==> config.mk <==
export PLATFORM = sky130hd
export DESIGN_NAME = slot_alloc12
export DESIGN_NICKNAME = d
export VERILOG_FILES = /design/src/rtl/slot_alloc12_pkg.sv /design/src/rtl/slot_pick12.sv /design/src/rtl/slot_alloc12.sv
export SDC_FILE = /design/constraint.sdc
export NUM_CORES = 1
export LEC_CHECK = 0
export BUFFER_PORTS_ARGS = -buffer_cell sky130_fd_sc_hd__buf_2
export CORE_MARGIN = 3
export CORE_UTILIZATION = 55
export CTS_BUF_LIST = sky130_fd_sc_hd__clkbuf_16
export CTS_CLUSTER_DIAMETER = 30
export CTS_CLUSTER_SIZE = 14
export DETAILED_ROUTE_END_ITERATION = 10
export GPL_ROUTABILITY_DRIVEN = 1
export PLACE_DENSITY = 0.77
export SLEW_MARGIN = 20
export SYNTH_ARGS = -nofsm -noshare
export SYNTH_HDL_FRONTEND = slang
export SYNTH_SLANG_ARGS = --single-unit
==> constraint.sdc <==
create_clock -name clk -period 4.6 [get_ports clk]
set_input_delay 1.15 -clock clk [delete_from_list [all_inputs] [get_ports clk]]
set_output_delay 1.15 -clock clk [all_outputs]
set_load 0.02 [all_outputs]
==> src/rtl/slot_alloc12_pkg.sv <==
`default_nettype none
// ============================================================================
//  Module      : slot_alloc_pkg
//  Description : Shared types and constants for the 12-entry slot allocator.
//                Slot count, slot index type, allocator FSM state encoding
//                and the all-free reset bitmap.
//  Revision    : 1.0  initial release
// ============================================================================
package slot_alloc_pkg;

    localparam int NSLOT = 12;
    localparam int IDXW  = 4;

    typedef logic [IDXW-1:0] slot_idx_t;

    // Allocator FSM states, explicitly 2 bits wide.
    typedef enum logic [1:0] {
        SCAN  = 2'd0,
        READY = 2'd1,
        EMPTY = 2'd2
    } state_t;

    // Every slot free.
    localparam logic [NSLOT-1:0] FREE_ALL = 12'hFFF;

    // Encoder result when no bit is set.
    localparam slot_idx_t NO_SLOT = 4'd15;

endpackage
`default_nettype wire

==> src/rtl/slot_pick12.sv <==
`default_nettype none
// ============================================================================
//  Module      : slot_pick12
//  Description : Combinational 12-bit find-last-one encoder. Returns the index
//                of the highest set bit of i_map, or 15 when i_map is zero.
//  Ports       : i_map [11:0]  bitmap to encode
//                o_idx [3:0]   index of highest set bit (15 if none)
//  Revision    : 1.0  initial release
// ============================================================================
module slot_pick12
    import slot_alloc_pkg::*;
(
    input  logic [NSLOT-1:0] i_map,
    output logic [IDXW-1:0]  o_idx
);

    // Ascending scan: the last set bit visited is the highest one.
    always_comb begin
        o_idx = NO_SLOT;
        for (int i = 0; i < NSLOT; i++) begin
            if (i_map[i]) begin
                o_idx = slot_idx_t'(i);
            end
        end
    end

endmodule
`default_nettype wire

==> src/rtl/slot_alloc12.sv <==
`default_nettype none
// ============================================================================
//  Module      : slot_alloc12
//  Description : Twelve-entry slot allocator. Tracks a free bitmap, registers
//                the highest free slot as the grant candidate during a SCAN
//                cycle, and grants it on request. Slots are returned through
//                the free port. Requests are never queued.
//  Ports       : rst         async active-high reset
//                clk         clock
//                alloc_req   allocation request (level)
//                alloc_ack   one-cycle grant pulse
//                alloc_slot  granted index, held between grants
//                rdy         candidate valid, a request now is granted
//                free_req    return-slot strobe
//                free_slot   index being returned
//                free_err    one-cycle illegal-free pulse
//                free_cnt    number of free slots (0..12)
//                none_free   free_cnt == 0
//  Config      : SLOT_ALLOC_CHECK_EN - when defined, illegal frees (index > 11
//                or slot already free) pulse free_err; otherwise free_err is 0.
//                Illegal frees never alter the bitmap or count in either build.
//  Revision    : 1.0  initial release
// ============================================================================
module slot_alloc12
    import slot_alloc_pkg::*;
(
    input  logic       rst,
    input  logic       clk,
    input  logic       alloc_req,
    output logic       alloc_ack,
    output logic [3:0] alloc_slot,
    output logic       rdy,
    input  logic       free_req,
    input  logic [3:0] free_slot,
    output logic       free_err,
    output logic [3:0] free_cnt,
    output logic       none_free
);

    localparam logic [NSLOT-1:0] c_ONE_HOT0 = 12'd1;

    state_t           r_state;
    state_t           w_state_nxt;
    logic [NSLOT-1:0] r_free_map;
    logic [NSLOT-1:0] w_map_nxt;
    slot_idx_t        r_cand_slot;
    slot_idx_t        w_pick;
    logic             r_alloc_ack;
    slot_idx_t        r_alloc_slot;
    logic [3:0]       r_free_cnt;
    logic             w_rdy;

    logic [NSLOT-1:0] w_free_onehot;
    logic [NSLOT-1:0] w_cand_onehot;
    logic             w_free_ok;
    logic             w_free_legal;
    logic             w_grant;

    slot_pick12 u_pick (
        .i_map (r_free_map),
        .o_idx (w_pick)
    );

    // An out-of-range index shifts the bit out entirely, so the one-hot is
    // zero; the same decode gives both the range check and the old bit value.
    assign w_free_onehot = c_ONE_HOT0 << free_slot;
    assign w_cand_onehot = c_ONE_HOT0 << r_cand_slot;
    assign w_free_ok     = (|w_free_onehot) && !(|(r_free_map & w_free_onehot));
    assign w_free_legal  = free_req && w_free_ok;
    assign w_grant       = (r_state == READY) && alloc_req;

    // A legal free can never target the candidate (its bit is already set),
    // so set-then-clear ordering only matters for the double-free case, where
    // the alloc must win and leave the bit cleared.
    always_comb begin
        w_map_nxt = r_free_map;
        if (w_free_legal) begin
            w_map_nxt = w_map_nxt | w_free_onehot;
        end
        if (w_grant) begin
            w_map_nxt = w_map_nxt & ~w_cand_onehot;
        end
    end

    // ---------------- FSM: state register ----------------
    always_ff @(posedge clk or posedge rst) begin
        if (rst) begin
            r_state <= SCAN;
        end else begin
            r_state <= w_state_nxt;
        end
    end

    // ---------------- FSM: next state ----------------
    // EMPTY also leaves when the map is already non-zero, which covers a free
    // that landed during the SCAN cycle that decided the map was empty.
    always_comb begin
        w_state_nxt = r_state;
        case (r_state)
            SCAN:    w_state_nxt = (|r_free_map) ? READY : EMPTY;
            READY:   if (alloc_req) w_state_nxt = SCAN;
            EMPTY:   if (w_free_legal || (|r_free_map)) w_state_nxt = SCAN;
            default: w_state_nxt = SCAN;
        endcase
    end

    // ---------------- FSM: outputs ----------------
    always_comb begin
        w_rdy = 1'b0;
        if (r_state == READY) begin
            w_rdy = 1'b1;
        end
    end

    // ---------------- Datapath ----------------
    always_ff @(posedge clk or posedge rst) begin
        if (rst) begin
            r_free_map   <= FREE_ALL;
            r_cand_slot  <= '0;
            r_alloc_ack  <= 1'b0;
            r_alloc_slot <= '0;
            r_free_cnt   <= 4'(NSLOT);
        end else begin
            r_free_map  <= w_map_nxt;
            r_alloc_ack <= w_grant;
            if (r_state == SCAN) begin
                r_cand_slot <= w_pick;
            end
            if (w_grant) begin
                r_alloc_slot <= r_cand_slot;
            end
            r_free_cnt <= r_free_cnt + {3'b000, w_free_legal} - {3'b000, w_grant};
        end
    end

`ifdef SLOT_ALLOC_CHECK_EN
    logic r_free_err;

    always_ff @(posedge clk or posedge rst) begin
        if (rst) begin
            r_free_err <= 1'b0;
        end else begin
            r_free_err <= free_req && !w_free_ok;
        end
    end

    assign free_err = r_free_err;
`else
    assign free_err = 1'b0;
`endif

    assign alloc_ack  = r_alloc_ack;
    assign alloc_slot = r_alloc_slot;
    assign rdy        = w_rdy;
    assign free_cnt   = r_free_cnt;
    assign none_free  = (r_free_cnt == 4'd0);

endmodule
`default_nettype wire

# Word-level counts from Yosys, hierarchy flattened
# Index checks and enable logic that the tools add are counted.
# W data, S select, Z words.
dict set report word_totals {
  ff_bits 27
  out_inout_bits 12
  in_bits 8
  elab_cells 48
}
dict set report op_classes {
  bitwise 4
  eq_ne 4
  addsub 2
  mux 19
  shift 2
  n_reduce_logical 11
}
# cell count
set op_table {}
lappend op_table {{$mux W4} 12}
lappend op_table {{$reduce_or A12 Y1} 3}
lappend op_table {{$and A12 B12 Y12} 2}
lappend op_table {{$mux W12} 2}
lappend op_table {{$shl A1 B4 Y12 const A} 2}
lappend op_table {{$not A12 Y12} 1}
lappend op_table {{$or A12 B12 Y12} 1}
lappend op_table {{$mux W2} 3}
lappend op_table {{$pmux W2 S3} 1}
lappend op_table {{$add A4 B1 Y4} 1}
lappend op_table {{$logic_not A4 Y1} 1}
lappend op_table {{$ne A2 B2 Y1 const B} 2}
lappend op_table {{$sub A4 B1 Y4} 1}
lappend op_table {{$logic_and A1 B1 Y1} 3}
lappend op_table {{$eq A2 B1 Y1 const B} 1}
lappend op_table {{$eq A2 B2 Y1 const B} 1}
lappend op_table {{$logic_not A2 Y1} 1}
lappend op_table {{$reduce_and A2 Y1} 1}
lappend op_table {{$logic_not A1 Y1} 1}
lappend op_table {{$logic_or A1 B1 Y1} 1}
lappend op_table {{$mux W1} 1}

# Depth between registers and ports, before layout
# Gate-level depths: netlist of the first run.
dict set report depth {
  depth_word 12
  mapped_depth 11
  depth_no_buf 10
}

# Hierarchy
# From an unflattened synthesis of the first run, not the netlist that was laid out.
dict set report unflattened {
  cells_unflattened 158
  hier_area_um2 1555.2
}
# module n_inst area_per_inst_um2 cells_per_inst seq_area_each_um2
set by_module_without_submodules {}
lappend by_module_without_submodules {slot_alloc12 1 1433.9 136 693.2}
lappend by_module_without_submodules {slot_pick12 1 121.4 22 0.0}

# Worst setup path before layout of the first run
# OpenSTA, ideal clock, no wires.
dict set report synth_path {
  path_type {input to register}
  start {input port free_slot[1]}
  end {register r_free_cnt[3] (netlist: free_cnt[3])}
  cell_stages 10
  setup_slack_ps 1572
  path_buffers 1
  setup_time_ps 75
  arrival_time_ps 2954
  required_ps 4525
  cell_sequence {clkbuf_1 nand2b_1 or3_1 o2111ai_1 ha_1 inv_1 ha_1 a21o_1 a21oi_1 xor2_1}
}
dict set report synth_between {
  elab_chain_cells 8
  word_cells_on_any_way 9
  cone_classes {add/sub: 2; shift: 1; bitwise: 1; reduce/logical: 5}
}
# element line
set synth_lines {}
lappend synth_lines {{start, declared} slot_alloc12.sv:34} ;# input logic [3:0] free_slot,
lappend synth_lines {{$shl A1 B4 Y12 *} slot_alloc12.sv:66} ;# assign w_free_onehot = c_ONE_HOT0 << free_slot;
lappend synth_lines {{$and A12 B12 Y12} slot_alloc12.sv:68} ;# assign w_free_ok = (|w_free_onehot) && !(|(r_free_map & w_free_onehot));
lappend synth_lines {{$reduce_or A12 Y1} slot_alloc12.sv:68}
lappend synth_lines {{$logic_not A1 Y1} slot_alloc12.sv:68}
lappend synth_lines {{$logic_and A1 B1 Y1 *} slot_alloc12.sv:68}
lappend synth_lines {{$logic_and A1 B1 Y1 *} slot_alloc12.sv:69} ;# assign w_free_legal = free_req && w_free_ok;
lappend synth_lines {{$add A4 B1 Y4 *} slot_alloc12.sv:132} ;# r_free_cnt <= r_free_cnt + {3'b000, w_free_legal} - {3'b000, w_grant};
lappend synth_lines {{$sub A4 B1 Y4 *} slot_alloc12.sv:132}
lappend synth_lines {{end signal, assigned} slot_alloc12.sv:122} ;# r_free_cnt <= 4'(NSLOT);
lappend synth_lines {{end signal, assigned} slot_alloc12.sv:132}
lappend synth_lines {{end, declared} slot_alloc12.sv:50} ;# logic [3:0] r_free_cnt;
# Every way passes the cells marked *; elsewhere a longest branch is shown, timed or not.
# A chain may end at the register's enable or synchronous reset.

# Worst setup path in the final report of the first run
dict set report layout_path {
  start {input port free_slot[0]}
  end {register r_free_cnt[2] (netlist: free_cnt[2])}
}
# Same word-level chain as after synthesis.

==> metrics, run 1 <==
run status finished clean; Post-synth EDFFs 0; I/O pins 20; vias after detailed routing 1,216; met3 GRT Util 0.0317; Clock H-tree levels 1; reg-to-reg critical path endpoint free_cnt[2]$_DFF_PP1_; Syn. warnings 0; Antenna Cells 0; Req. time, crit path 4790 ps; wire length per cell after detailed routing 16.5 um; drt first pass iters 4; final hold viol count 0; cell area after technology mapping 1460 um^2; summed area of non-filler cells in the final layout 1650 um^2; Max IR drop VDD about 0.4 mV; M1 GR Usage 0.321; vias in the first global route between 1,000 and 1,500; kind of cell adding the most delay to the critical path adder cells; final setup violation count 0; clock-pin slew on the worst setup and hold paths 60 ps; TNS Setup 0 ps; clock insertion delay at the later pin of the skew report ~260 ps; largest cells by area after synthesis sky130_fd_sc_hd__dfstp_2 (25%), sky130_fd_sc_hd__dfrtp_1 (22%), sky130_fd_sc_hd__nor2_1 (4.6%); number of instances in the synthesized netlist 150; largest incremental delay on the critical path 550 ps; post-synthesis async set-or-reset flop share 1.00; largest family of logic cells by synthesized area simple AND/OR/NAND/NOR gates; kind of capture point of the worst setup path register; post-route antenna net violation count 0; hold buffer count at cts 0; Syn Nets 164; clock power share 0.175; highest fanout seen on the critical path 12; Hold Path End alloc_slot[0]$_DFFE_PP0P_; RR Startpoint r_free_map[11]$_DFF_PP1_; Worst Path Class, Setup primary input to register; number of antenna violations at the first check in global routing 0; Period Utilization, post-route 0.681; die span in x roughly 58 um; Syn Area/Cell 9.75 um^2; maximum number of pins on one net before global-route repair 28; multi-input gate area in the final layout 704 um^2; final critical path time including I/O delays and setup 3130 ps; Least-Margin Pin Slew 957 ps; adder-cell share of the synthesized area 0.0565; full die area 3310 um^2; number of rows in the core area 18; slowest stage cell, crit path sky130_fd_sc_hd__mux4_2; effective utilization at floorplan 0.585; leakage power 0.000757 uW; portion of total power attributed to combinational logic 0.361; Hold Path Origin alloc_slot[0]$_DFFE_PP0P_; fraction of final layout cells sized beyond drive strength 1 0.231; gr usage total 0.219; instance count along the most critical hold path 2; maximum root-to-sink buffer count 2; unrepaired setup endpoints after global routing no; startpoint types primary input; relative area change from synthesis to final layout 13.0%; Clock Skew 1.84 ps; Slew HR 0.361; Placer Congestion 0.886; number of clock sinks seen by CTS 27; number of filler instances in the final layout 202; switching fraction of total power 0.386; Slew Viols, Final 0; Critical path buffers and inverters 2; area fraction in and, or, nand and nor cells after synthesis 0.187; xor-xnor portion of the synthesized cell area 0.0120; TritonCTS buffer count 3; library cell appearing most often on the critical path sky130_fd_sc_hd__ha_1; mux cell area share after synthesis 0.0436; Avg Vias per Cell approximately 6.1; floorplan core area 2500 um^2; buffers inserted during post-CTS setup optimization 0; cell type with the largest total area after synthesis sky130_fd_sc_hd__dfstp_2; portion of synthesized cell area occupied by the leading cell type 0.251; CTS tree yes; clock tree root buffer cell sky130_fd_sc_hd__clkbuf_16; top-count cell post-synth sky130_fd_sc_hd__nor2_1; share of the yosys chip area belonging to registers 0.474; cells resized by post-CTS repair 0; routed wire length between 3 and 4 mm; net switching power 418 uW; count of maximum capacitance violations 0; flop and latch count out of synthesis 27; Worst Hold Class register to register; GRT Residual Overflow 0; power per unit of standard cell area 656 nW/um^2; sequential standard cell area 693 um^2; HPWL after DPL 2.48 mm; sum of internal, switching and leakage power 1090 uW; wire length of the first global-routing pass 5.53 mm; final net count between 150 and 200; violation count after the first detailed-routing iteration 76; cells traversed along the worst timing path buf_2 -> mux4_2 -> o21ai_0 -> o2111ai_1 -> ha_1 -> inv_1 -> ha_1 -> fa_1 -> xor2_1; Top Usage Layer GRT met1; register-to-register setup slack 2240 ps; main flop type after synthesis sky130_fd_sc_hd__dfstp_2; f_max 0.319 GHz; data arrival at the endpoint of the critical path 3320 ps; fraction of the mapped netlist area in compound gates 0.180; Port Buffer Count 18; number of cell instances on the worst register-to-register path 8; Synth cell types 40; DRC errors left 0; top post-synthesis cells by count sky130_fd_sc_hd__nor2_1 (18), sky130_fd_sc_hd__dfstp_2 (14), sky130_fd_sc_hd__nand2_1 (14); height of the chip 57.6 um; power share of the sequential group 0.464; GRT met2 Usage 0.315; internal power component 667 uW; dpl cell area 1570 um^2
[state kept, by name, indices dropped and copies added (netlist names)]
register,count
r_free_map,12
alloc_ack,1
r_state,2
free_cnt,4
r_cand_slot,4
alloc_slot,4
[tightest hold or removal path, cell delays in order, from the launching register on]
cell                      delay [ps]
sky130_fd_sc_hd__dfrtp_1         330
sky130_fd_sc_hd__nand2_1          50
sky130_fd_sc_hd__nand2_1          50
[logic make-up after synthesis]
family	after synthesis
XOR/XNOR	2
AO/OA/AOI/OAI	37
AND/OR/NAND/NOR	56
buffers and inverters	16
other	1
multiplexers	5
adder cells (fa/ha/maj)	6
flip-flops	27
[through the flow]
step	instances	hold WS (ps)	setup slack, ps	util
6_report	199	469	1470	0.661
5_1_grt	199	516	1390	0.661
4_1_cts	199	474	1480	0.661
3_5_place_dp	195	458	1210	0.630
3_3_place_gp	195	452	1320	0.630
2_1_floorplan	150	449	1570	-
[how the worst max path moves through the flow]
stage                            start               endpoint  slack [ps]  cells past startpoint
after floorplan           free_slot[1]  free_cnt[3]$_DFF_PP1_        1570                     10
after global placement    free_slot[0]  free_cnt[2]$_DFF_PP1_        1320                      9
after detailed placement  free_slot[0]  free_cnt[2]$_DFF_PP1_        1210                      9
after CTS                 free_slot[0]  free_cnt[2]$_DFF_PP1_        1480                      9
after global routing      free_slot[0]  free_cnt[3]$_DFF_PP1_        1390                     10
final                     free_slot[0]  free_cnt[2]$_DFF_PP1_        1470                      9
[layout make-up]
type                    instances  share of cell area
well taps                      30              0.0227
repair buffers                 18              0.0545
multi-input cells             107               0.426
inverters                      13              0.0295
clock inverters                 1             0.00227
flip-flops and latches         27               0.419
clock buffers                   3              0.0454
[power groups by stage]
stage | logic, uW | registers, uW | clock network (uW)
floorplan | 256 | 504 | 0
global placement | 375 | 498 | 0
detailed placement | 394 | 502 | 0
CTS | 394 | 499 | 195
global route | 437 | 522 | 205
finish | 391 | 504 | 190
[per-layer routing]
layer  part of all wire  routed length, um  vias to the layer above
met5                  0                  0                        -
met4              0.026                 85                        0
met3              0.084                277                       12
met2               0.46               1510                       60
met1               0.43               1420                      563
li1                   -                  -                      581
[cell usage in the layout (no fill, tap or decap), types with 4 or more instances in the layout]
cell type                   count
sky130_fd_sc_hd__inv_1         13
sky130_fd_sc_hd__ha_1           5
sky130_fd_sc_hd__nand2_1       14
sky130_fd_sc_hd__nor2_1        18
sky130_fd_sc_hd__nor2b_1        4
sky130_fd_sc_hd__dfrtp_1       13
sky130_fd_sc_hd__nor3_1         6
sky130_fd_sc_hd__a21oi_1        6
sky130_fd_sc_hd__dfstp_2       14
sky130_fd_sc_hd__buf_2         18
sky130_fd_sc_hd__a31oi_1        6
sky130_fd_sc_hd__o21ai_0        5
sky130_fd_sc_hd__a2bb2oi_1      6
Note: power is estimated with default switching activity, not from simulation.
==> inputs of run 2 (changes only) <==
--- a/config.mk
+++ b/config.mk
@@ -5,6 +5,7 @@
 export SDC_FILE = /design/constraint.sdc
 export NUM_CORES = 1
 export LEC_CHECK = 0
+export ABC_AREA = 1
 export BUFFER_PORTS_ARGS = -buffer_cell sky130_fd_sc_hd__buf_2
 export CORE_MARGIN = 3
 export CORE_UTILIZATION = 55
@@ -13,7 +14,7 @@
 export CTS_CLUSTER_SIZE = 14
 export DETAILED_ROUTE_END_ITERATION = 10
 export GPL_ROUTABILITY_DRIVEN = 1
-export PLACE_DENSITY = 0.77
+export PLACE_DENSITY = 0.76
 export SLEW_MARGIN = 20
 export SYNTH_ARGS = -nofsm -noshare
 export SYNTH_HDL_FRONTEND = slang
==> constraint.sdc (replaced) <==
create_clock -name clk -period 3 [get_ports clk]
set_input_delay 0.75 -clock clk [delete_from_list [all_inputs] [get_ports clk]]
set_output_delay 0.75 -clock clk [all_outputs]
set_load 0.02 [all_outputs]
==> run 2 against run 1 <==
Combinational power up 62%. Count of clock-buffer cells in the layout unchanged. Non-clock buffer count up 3. Critical path type unchanged. Power up 49%. Highest routed layer unchanged. Worst hold slack better by 19 ps. Sequential cell count unchanged. Final area up 8.3%. Cell count up 28%. Register-to-register slack worse by 1500 ps. First-iteration DRC count down 11%. Clock skew up 1.8 ps. Utilization up 2.4 points. Largest cell class unchanged.
==> metrics, run 2 <==
run status finished clean; Synth cell types 31 (-23%); top-count cell post-synth sky130_fd_sc_hd__nand2_1; f_max approximately 0.37 GHz; HPWL after DPL 2.76 mm (+11%); sum of internal, switching and leakage power 1610 uW (+49%); number of clock sinks seen by CTS 27 (unchanged); TritonCTS buffer count 3 (unchanged); most frequent cells in the layout sky130_fd_sc_hd__nand2_1 (36), sky130_fd_sc_hd__nor2_1 (29), sky130_fd_sc_hd__inv_1 (28); gr usage total 0.216 (-0.00294); leading cell type in the layout, fill and taps excluded sky130_fd_sc_hd__nand2_1; kind of capture point of the worst setup path register; full die area 3600 um^2 (+8.5%); vias after detailed routing 1,467 (+21%); number of antenna violations at the first check in global routing 0 (unchanged); number of filler instances in the final layout 208 (+3.0%); Placer Congestion 0.882 (-0.50%); Slew Viols, Final 0 (unchanged); height of the chip 60.0 um (+4.2%); buffers inserted during post-CTS setup optimization 0 (unchanged); cell area after technology mapping 1600 um^2 (+9.5%); power per unit of standard cell area 900 nW/um^2 (+37%); Clock H-tree levels 1 (unchanged); Worst Path Class, Setup primary input to register; data arrival at the endpoint of the critical path 2890 ps (-430 ps); Biggest register r_free_map; highest fanout seen on the critical path 13 (+1); Syn. warnings 0 (unchanged); Syn Nets 218 (+33%); number of standard cells in the layout, taps in and fillers out 255 (+28%); Post-synth EDFFs 0 (unchanged); I/O pins 20 (unchanged); Max IR drop VDD 0.804 mV (+100%); drt first pass iters 4 (unchanged); Req. time, crit path 3190 ps (-1600 ps); clock-pin slew on the worst setup and hold paths 60 ps (about the same); largest cells by area after synthesis sky130_fd_sc_hd__dfstp_2 (23%), sky130_fd_sc_hd__dfrtp_1 (20%), sky130_fd_sc_hd__nand2_1 (8.4%); power share of the sequential group 0.425 (-0.039); switching fraction of total power 0.395 (+0.00959); Worst Hold Class register to register; effective utilization at floorplan 0.613 (+0.0279); TNS Setup 0 ps (unchanged); wire length per cell after detailed routing 13.8 um (-16%); vias in the first global route 1,348 (+14%); internal power component 975 uW (+46%); post-synthesis async set-or-reset flop share 1.00 (unchanged); top post-synthesis cells by count sky130_fd_sc_hd__nand2_1 (36), sky130_fd_sc_hd__nor2_1 (29), sky130_fd_sc_hd__inv_1 (28); max reg flops 12 (unchanged); cells resized by post-CTS repair 0 (unchanged); post-route antenna net violation count 0 (unchanged); portion of synthesized cell area occupied by the leading cell type 0.230 (-0.0218); number of placed instances, taps included 251 (+29%); Avg Vias per Cell 5.75 (-5.9%); Least-Margin Pin Slew 775 ps (-182 ps); net switching power 637 uW (+52%); unrepaired setup endpoints after global routing no; worst slack after detailed placement 66.6 ps (-1140 ps); number of rows in the core area 18 (unchanged); clock insertion delay at the later pin of the skew report 260 ps (about the same); floorplan core area 2610 um^2 (+4.5%); clock tree root buffer cell sky130_fd_sc_hd__clkbuf_16; fraction of final layout cells sized beyond drive strength 1 0.227 (-0.00410); final net count 240 (+30%); main flop type after synthesis sky130_fd_sc_hd__dfstp_2; DRC errors left 0 (unchanged); portion of total power attributed to combinational logic 0.392 (+0.031); Slew HR 0.483 (+0.122); cell type with the largest total area after synthesis sky130_fd_sc_hd__dfstp_2; setup slack after layout 296 ps (-1170 ps); share of the yosys chip area belonging to registers 0.433 (-0.0411); Clock Skew 3.67 ps (+1.83 ps); GRT Residual Overflow 0 (unchanged); Period Utilization, post-route 0.901; final setup violation count 0 (unchanged); CTS tree yes; leakage power 0.000891 uW (+18%); maximum root-to-sink buffer count 2 (unchanged); violation count after the first detailed-routing iteration 68 (-11%); relative area change from synthesis to final layout 11.8%; number of instances in the synthesized netlist 204 (+36%); Port Buffer Count 18 (unchanged); final hold viol count 0 (unchanged); clock power share 0.183 (+0.008); startpoint types primary input; maximum number of pins on one net before global-route repair 22 (-21%); count of maximum capacitance violations 0 (unchanged); die span in x 60.0 um (+4.2%); hold buffer count at cts 0 (unchanged); Antenna Cells 0 (unchanged); final critical path time including I/O delays and setup 2700 ps; flop and latch count out of synthesis 27 (unchanged); Syn Area/Cell 7.85 um^2 (-19%); routed wire length 3.53 mm (+7.2%); wire length of the first global-routing pass 5.94 mm (+7.5%); Hold WS 488 ps (+19.4 ps)
-- run 2: cell types whose count changed after synthesis, moves of 4 or more --
cell / before / now
sky130_fd_sc_hd__nand3_1: 2 / 12
sky130_fd_sc_hd__nor2b_1: 4 / 0
sky130_fd_sc_hd__a21oi_1: 6 / 15
sky130_fd_sc_hd__a31oi_1: 6 / 1
sky130_fd_sc_hd__a2bb2oi_1: 6 / 0
sky130_fd_sc_hd__inv_1: 12 / 28
sky130_fd_sc_hd__nand2_1: 14 / 36
sky130_fd_sc_hd__nand4_1: 0 / 13
sky130_fd_sc_hd__nor2_1: 18 / 29
-- run 2: routing by layer --
metal / GRT usage / wire length, um / up-vias
met5: 0 / 0 / -
met4: 0.0538 / 40 / 0
met3: 0.0475 / 198 / 6
met2: 0.355 / 1690 / 53
met1: 0.288 / 1600 / 699
li1: - / - / 709
-- run 2: kinds of logic (layout without fill, tap and decap cells) --
group	after synthesis	after routing	synth area share
xor+xnor	2	2	0.0109
other cells	1	1	0.00234
compound gates	25	25	0.0875
buf+inv	37	58	0.103
flops	27	27	0.433
fa+ha+maj	6	6	0.0516
simple gates	106	106	0.312
-- run 2: final timing paths --
check,from,endpoint,slack (ps),cells past startpoint
min,alloc_slot[1]$_DFFE_PP0P_,alloc_slot[1]$_DFFE_PP0P_,490,2
min in group asynchronous,rst,free_cnt[1]$_DFF_PP0_,620,2
min reg2reg,alloc_slot[1]$_DFFE_PP0P_,alloc_slot[1]$_DFFE_PP0P_,490,2
max,free_slot[1],free_cnt[2]$_DFF_PP1_,300,13
max in group asynchronous,rst,r_free_map[10]$_DFF_PP1_,1690,3
max reg2reg,r_free_map[11]$_DFF_PP1_,free_cnt[2]$_DFF_PP1_,740,9
-- run 2: layout make-up --
class | count | area (um^2) | share of cell area
Sequential cell | 27 | 693 | 0.387
Clock buffer | 3 | 75.1 | 0.0419
Clock inverter | 1 | 5.00 | 0.00280
Inverter | 33 | 124 | 0.0692
Timing Repair Buffer | 21 | 113 | 0.0629
Tap cell | 30 | 37.5 | 0.0210
Multi-Input combinational cell | 140 | 743 | 0.415
-- run 2: worst max-delay path, cell delays in order --
cell and delay (ps):
sky130_fd_sc_hd__buf_2 120, sky130_fd_sc_hd__inv_1 90, sky130_fd_sc_hd__nand2_2 80, sky130_fd_sc_hd__nor3_1 70, sky130_fd_sc_hd__nand2_1 60, sky130_fd_sc_hd__nand2_1 60, sky130_fd_sc_hd__nor2_2 370, sky130_fd_sc_hd__nand3_1 210
sky130_fd_sc_hd__ha_1 310, sky130_fd_sc_hd__inv_1 40, sky130_fd_sc_hd__ha_1 190, sky130_fd_sc_hd__fa_1 380, sky130_fd_sc_hd__xor2_1 150
-- run 2: through the flow --
step	cell area [um^2]	utilization
2_1_floorplan	1600	-
3_3_place_gp	1710	0.655
3_5_place_dp	1710	0.655
4_1_cts	1790	0.685
5_1_grt	1790	0.685
6_report	1790	0.685
-- run 2: power groups by stage --
stage	Clock (uW)	Sequential, uW	Combinational, uW
floorplan	0	721	422
global placement	0	678	611
detailed placement	0	685	627
CTS	304	682	634
global route	316	709	722
finish	295	685	633
